--- src/rtl/fifo_wr_arbiter.sv ---
`default_nettype none
// ============================================================================
// Module   : fifo_wr_arbiter
// Brief    : Round-robin burst arbiter merging N_REQ valid/ready producers
//            onto a single fifo write port. Optional source tag on the write
//            data is enabled by defining FIFO_WR_ARB_TAG_EN.
// Revision : 1.0 - initial release
// ============================================================================
module fifo_wr_arbiter #(
    parameter int N_REQ     = 4,
    parameter int DW        = 24,
    parameter int MAX_BURST = 4,
`ifdef FIFO_WR_ARB_TAG_EN
    localparam int TW = ($clog2(N_REQ) > 1) ? $clog2(N_REQ) : 1
`else
    localparam int TW = 0
`endif
) (
    input  logic                  clk,
    input  logic                  rst,
    input  logic [N_REQ-1:0]      i_valid,
    input  logic [N_REQ*DW-1:0]   i_data,
    output logic [N_REQ-1:0]      o_ready,
    output logic                  o_wr,
    output logic [DW+TW-1:0]      o_wdata,
    input  logic                  i_wfull,
    output logic [N_REQ-1:0]      o_grant
);

    localparam int IW = $clog2(N_REQ);
    localparam int CW = $clog2(MAX_BURST + 1);
    localparam logic [IW-1:0] c_last_idx = IW'(N_REQ - 1);
    localparam logic [CW-1:0] c_max_cnt  = CW'(MAX_BURST);
    localparam logic [IW:0]   c_n_req    = (IW+1)'(N_REQ);

    typedef enum logic [0:0] {
        S_IDLE  = 1'b0,
        S_BURST = 1'b1
    } state_t;

    state_t             r_state;
    state_t             w_state_nxt;
    logic [IW-1:0]      r_gidx;
    logic [IW-1:0]      w_gidx_nxt;
    logic [IW-1:0]      r_ptr;
    logic [IW-1:0]      w_ptr_nxt;
    logic [IW-1:0]      w_gidx_inc;
    logic [IW-1:0]      w_base;
    logic [IW-1:0]      w_pick;
    logic [N_REQ-1:0]   r_grant;
    logic [N_REQ-1:0]   w_grant_nxt;
    logic [N_REQ-1:0]   w_pick_oh;
    logic [CW-1:0]      r_cnt;
    logic [CW-1:0]      w_cnt_nxt;
    logic               w_xfer;
    logic               w_burst_end;
    logic               w_found;
    logic [2*N_REQ-1:0] w_rot;
    logic [IW:0]        w_sum;
    logic [DW-1:0]      w_gdata;
    logic [DW+TW-1:0]   w_wdata_nxt;
    logic               r_wr;
    logic [DW+TW-1:0]   r_wdata;

    // ------------------------------------------------------------------
    // Granted channel datapath
    // ------------------------------------------------------------------
    always_comb begin
        w_gdata = '0;
        for (int k = 0; k < N_REQ; k++) begin
            if (r_gidx == IW'(k)) begin
                w_gdata = i_data[k*DW +: DW];
            end
        end
    end

`ifdef FIFO_WR_ARB_TAG_EN
    assign w_wdata_nxt = {TW'(r_gidx), w_gdata};
`else
    assign w_wdata_nxt = w_gdata;
`endif

    assign w_xfer     = (r_state == S_BURST) && i_valid[r_gidx] && !i_wfull;
    assign o_ready    = ((r_state == S_BURST) && !i_wfull) ? r_grant : '0;
    assign w_gidx_inc = (r_gidx == c_last_idx) ? '0 : r_gidx + IW'(1);

    // Search origin: the stored pointer when idle, otherwise one past the
    // current grant so the outgoing channel is considered last.
    assign w_base = (r_state == S_IDLE) ? r_ptr : w_gidx_inc;
    assign w_rot  = {i_valid, i_valid} >> w_base;

    always_comb begin
        w_found = 1'b0;
        w_sum   = '0;
        w_pick  = '0;
        // Walk downward so the lowest rotated position is the one kept.
        for (int k = N_REQ - 1; k >= 0; k--) begin
            if (w_rot[k]) begin
                w_found = 1'b1;
                w_sum   = {1'b0, w_base} + (IW+1)'(k);
            end
        end
        if (w_sum >= c_n_req) begin
            w_pick = IW'(w_sum - c_n_req);
        end else begin
            w_pick = w_sum[IW-1:0];
        end
    end

    assign w_pick_oh = {{(N_REQ-1){1'b0}}, 1'b1} << w_pick;

    // ------------------------------------------------------------------
    // Next-state logic
    // ------------------------------------------------------------------
    always_comb begin
        w_state_nxt = r_state;
        w_gidx_nxt  = r_gidx;
        w_grant_nxt = r_grant;
        w_cnt_nxt   = r_cnt;
        w_ptr_nxt   = r_ptr;
        w_burst_end = 1'b0;
        case (r_state)
            S_IDLE: begin
                if (w_found) begin
                    w_state_nxt = S_BURST;
                    w_gidx_nxt  = w_pick;
                    w_grant_nxt = w_pick_oh;
                    w_cnt_nxt   = '0;
                end
            end
            S_BURST: begin
                if (w_xfer) begin
                    w_cnt_nxt = r_cnt + CW'(1);
                end
                // A full fifo freezes the burst; a producer gap only counts
                // when the fifo could have accepted the word.
                w_burst_end = (w_xfer && (r_cnt + CW'(1) == c_max_cnt)) ||
                              (!i_valid[r_gidx] && !i_wfull);
                if (w_burst_end) begin
                    w_ptr_nxt = w_gidx_inc;
                    w_cnt_nxt = '0;
                    if (w_found) begin
                        w_gidx_nxt  = w_pick;
                        w_grant_nxt = w_pick_oh;
                    end else begin
                        w_state_nxt = S_IDLE;
                        w_gidx_nxt  = '0;
                        w_grant_nxt = '0;
                    end
                end
            end
            default: begin
                w_state_nxt = S_IDLE;
                w_gidx_nxt  = '0;
                w_grant_nxt = '0;
                w_cnt_nxt   = '0;
            end
        endcase
    end

    // ------------------------------------------------------------------
    // State and output registers
    // ------------------------------------------------------------------
    always_ff @(posedge clk or negedge rst) begin
        if (!rst) begin
            r_state <= S_IDLE;
            r_gidx  <= '0;
            r_grant <= '0;
            r_cnt   <= '0;
            r_ptr   <= '0;
            r_wr    <= 1'b0;
            r_wdata <= '0;
        end else begin
            r_state <= w_state_nxt;
            r_gidx  <= w_gidx_nxt;
            r_grant <= w_grant_nxt;
            r_cnt   <= w_cnt_nxt;
            r_ptr   <= w_ptr_nxt;
            r_wr    <= w_xfer;
            if (w_xfer) begin
                r_wdata <= w_wdata_nxt;
            end
        end
    end

    assign o_wr    = r_wr;
    assign o_wdata = r_wdata;
    assign o_grant = r_grant;

endmodule
`default_nettype wire

--- config.mk ---
export PLATFORM = sky130hd
export DESIGN_NAME = fifo_wr_arbiter
export DESIGN_NICKNAME = d
export VERILOG_FILES = /design/src/rtl/fifo_wr_arbiter.sv
export SDC_FILE = /design/constraint.sdc
export NUM_CORES = 1
export LEC_CHECK = 0
export ABC_AREA = 1
export CAP_MARGIN = 20
export CORE_ASPECT_RATIO = 1.2
export CORE_UTILIZATION = 41
export DETAILED_ROUTE_END_ITERATION = 8
export GPL_TIMING_DRIVEN = 0
export PLACE_DENSITY_LB_ADDON = 0.15
export REMOVE_ABC_BUFFERS = 1
export SETUP_SLACK_MARGIN = 0.4
export SLEW_MARGIN = 10
export SYNTH_ARGS = -nofsm -noshare
export SYNTH_HDL_FRONTEND = slang
export SYNTH_SLANG_ARGS = --single-unit
--- constraint.sdc ---
create_clock -name clk -period 2.4 [get_ports clk]
set_input_delay 0.24 -clock clk [delete_from_list [all_inputs] [get_ports clk]]
set_output_delay 0.24 -clock clk [all_outputs]
set_load 0.03 [all_outputs]
==> results_dict.tcl <==
set metrics [dict create \
    end_kind "register" \
    clkTransAtPathRegs_ns 0.08 \
    htreeDepth 2 \
    drtPass1Iterations 4 \
    critPathKind "register to register" \
    swShare 0.509 \
    leakage_uw 0.00184 \
    drtIter0Drc 148 \
    avgSynthCellArea_um2 7.38 \
    clockPowerShare 0.074 \
    p_sw_uw 3200 \
    ant_nets 0 \
    post_synth_main_area_contributors "dfrtp_1 33%, nand2_1 12%, nand3_1 10%, o22a_1 7.6%, a211oi_1 6.5%" \
    avgRoutedWirePerCell_um 16.3 \
    tightest_slew_ns 0.538 \
    drc 0 \
    postSynthRegisterBits 37 \
    root_buffer "clkbuf_8" \
    antennaDiodeCount 0 \
    arrival_ns 2.16 \
    comb_power_share 0.749 \
    max_freq_mhz 514 \
    relSlewSlack 0.641 \
    ioPinCount 136 \
    seqPwrFrac 0.177 \
    period_share 0.811 \
    grt_max_degree 45 \
    post_drt_via_cell_ratio 5.42 \
    numCtsBuffers 5 \
    fin_ws_ns 0.455 \
    antenna_found_initial 0 \
    maxCapViolCount 0 \
    via_count 3238 \
    initial_core_util 0.429 \
    cp_data_required_time_ns 2.62 \
    fin_skew_ns 0.0122 \
    post-place-ws_ns -0.465 \
    min_path_type "input port to async pin" \
    portBuffers 135 \
    p_int_uw 3080 \
    rows 32 \
    netlist_area_um2 2780 \
    status "finished, final reports clean" \
    nets 620 \
    grt_pass1_wl_mm 15.4 \
    drive_gt1_frac 0.145 \
    dieHeight_um 92.3 \
    grtUsageTotal 0.274 \
    dieWidth_um 77.2 \
    drt-total-wl_mm 9.71 \
    yosysWarnings 0 \
    cp_max_fo 26 \
    cts_buffer_depth 2 \
    rsz0062_at_grt "false" \
    finalMaxSlewViolations 0 \
    hpwl_mm 6.87 \
    core_area_um2 6490 \
    routabilityCongestion 0.832 \
    period_minus_slack_ns 1.95 \
    whs_ns 0.460 \
    yosysTopAreaCellShare 0.333 \
    cp-start-kind "register" \
    fill_cells 538 \
    setup_violations 0 \
    peakVddDrop_mv 1.18 \
    area_delta_synth_final_pct 61.9 \
    grt_overflow 0 \
    first_global_vias 2993 \
    hold_violations 0 \
    power.density_nw_per_um2 1390 \
    clkLatencyLatePin_ns 0.29 \
    cts.sinks 37 \
    synth_largest_area_cell "dfrtp_1" \
    die_area_um2 7120 \
    seq_area_frac_synth 0.333 \
    synthDistinctLibCells 31 \
    cts_tree "built" \
    synth_cells 377 \
]
==> worst max-delay path: stages (launching register included) <==
cell and delay (ns):
dfrtp_2 0.44, buf_4 0.18, ha_4 0.28, clkinvlp_4 0.11
buf_4 0.20, nand3_1 0.11, a211oi_1 0.36, o22a_1 0.19
==> metrics by stage <==
step	TNS [ns]	utilization	power, uW	cells	area [um^2]
3_3_place_gp	-19.77	0.638	5280	574	4140
4_1_cts	0	0.678	6060	591	4400
5_1_grt	0	0.695	6740	597	4510
6_report	0	0.695	6280	597	4510
3_5_place_dp	-9.22	0.650	5450	577	4210
2_1_floorplan	-0.983	-	4040	354	2680
==> cell families (layout without fill, tap and decap cells) <==
| kind of cell | count (synthesis) | in the layout | share of synthesized area |
|---|---|---|---|
| compound gates | 84 | 84 | 0.216 |
| xor+xnor | 2 | 2 | 0.00629 |
| fa+ha+maj | 6 | 6 | 0.0270 |
| buf+inv | 43 | 178 | 0.0674 |
| flops | 37 | 37 | 0.333 |
| simple gates | 205 | 205 | 0.351 |
==> synth_stat cells <==
library cell  count
o21ai_4           2
dfrtp_1          37
buf_2             6
xor2_1            1
buf_6             1
o31ai_1           1
inv_2             2
nand3_2           2
a21oi_1          24
o22a_1           24
o21ai_2           1
inv_8             1
clkbuf_1         11
nor2_1           32
a21boi_0          1
o21ai_1           4
nor2_2            5
nand2_8           1
nand3_1          56
nand2_2          11
o21ai_0           3
xnor2_1           1
and2_1            1
nand2_1          90
inv_1            17
buf_1             4
nand2_4           5
a211oi_1         24
nand3_4           2
buf_4             1
ha_1              6
==> routing by layer <==
layer	wire (um)	vias up	global-route usage
met2	4880	133	0.489
met3	785	10	0.0716
li1	-	1564	-
met1	3950	1531	0.329
met5	0	-	0
met4	89	0	0.0503
==> area by class of cell <==
class | instances | area, um^2 | area share
flip-flops and latches | 37 | 928 | 0.206
multi-input cells | 297 | 1770 | 0.392
clock buffers | 6 | 82.6 | 0.0183
well taps | 85 | 106 | 0.0236
inverters | 20 | 95.1 | 0.0211
repair inverters | 2 | 15.0 | 0.00333
repair buffers | 148 | 1500 | 0.333
clock inverters | 2 | 13.8 | 0.00305
==> placed cells by master (no fill, tap or decap), drive strengths merged <==
cell | netlist | routed
clkinvlp | 0 | 4
dlygate4sd2 | 0 | 1
clkbuf | 11 | 6
clkdlybuf4s50 | 0 | 132
dfrtp | 37 | 37
xor2 | 1 | 1
o21ai | 10 | 10
dlygate4sd3 | 0 | 1
a21oi | 24 | 24
o31ai | 1 | 1
a21boi | 1 | 1
o22a | 24 | 24
clkinv | 0 | 3
a211oi | 24 | 24
inv | 20 | 17
buf | 12 | 13
xnor2 | 1 | 1
and2 | 1 | 1
dlymetal6s2s | 0 | 1
nand2 | 107 | 107
nor2 | 37 | 37
nand3 | 60 | 60
ha | 6 | 6
==> path summary, 6_finish.rpt <==
path	slack (ns)	startpoint	cells after the start	endpoint
max	0.45	r_gidx[0]	7	o_wdata[11]
min	0.46	rst	2	o_wdata[20]
max reg2reg	0.45	r_gidx[0]	7	o_wdata[11]
min reg2reg	0.51	o_wdata[17]	1	o_wdata[17]
max in group asynchronous	1.44	rst	3	o_wdata[15]
min in group clk	0.51	o_wdata[17]	1	o_wdata[17]
==> sequential cells by signal, summed over array words and instances, names as in the netlist <==
register and cells:
r_cnt 3, r_gidx 2, o_grant 4, o_wr 1, r_ptr 2, r_state 1, o_wdata 24
==> repair_timing <==
| action | 4_1_cts | 5_1_grt |
|---|---|---|
| buffers inserted | 3 | 6 |
| hold buffers | 1 | 0 |
| endpoints found under the hold margin | 19 | 0 |
| setup endpoints to repair | 38 | 13 |
| gates resized for setup | 14 | 15 |
| pin swaps | 0 | 5 |
| cloned | 2 | 0 |
==> power groups by stage <==
stage	clock network [uW]	logic [uW]	registers [uW]
detailed placement	0	4300	1150
finish	465	4710	1110
global route	504	5090	1150
CTS	487	4470	1110
floorplan	0	2450	1600
global placement	0	4150	1130
Note: power is estimated with default switching activity, not from simulation.
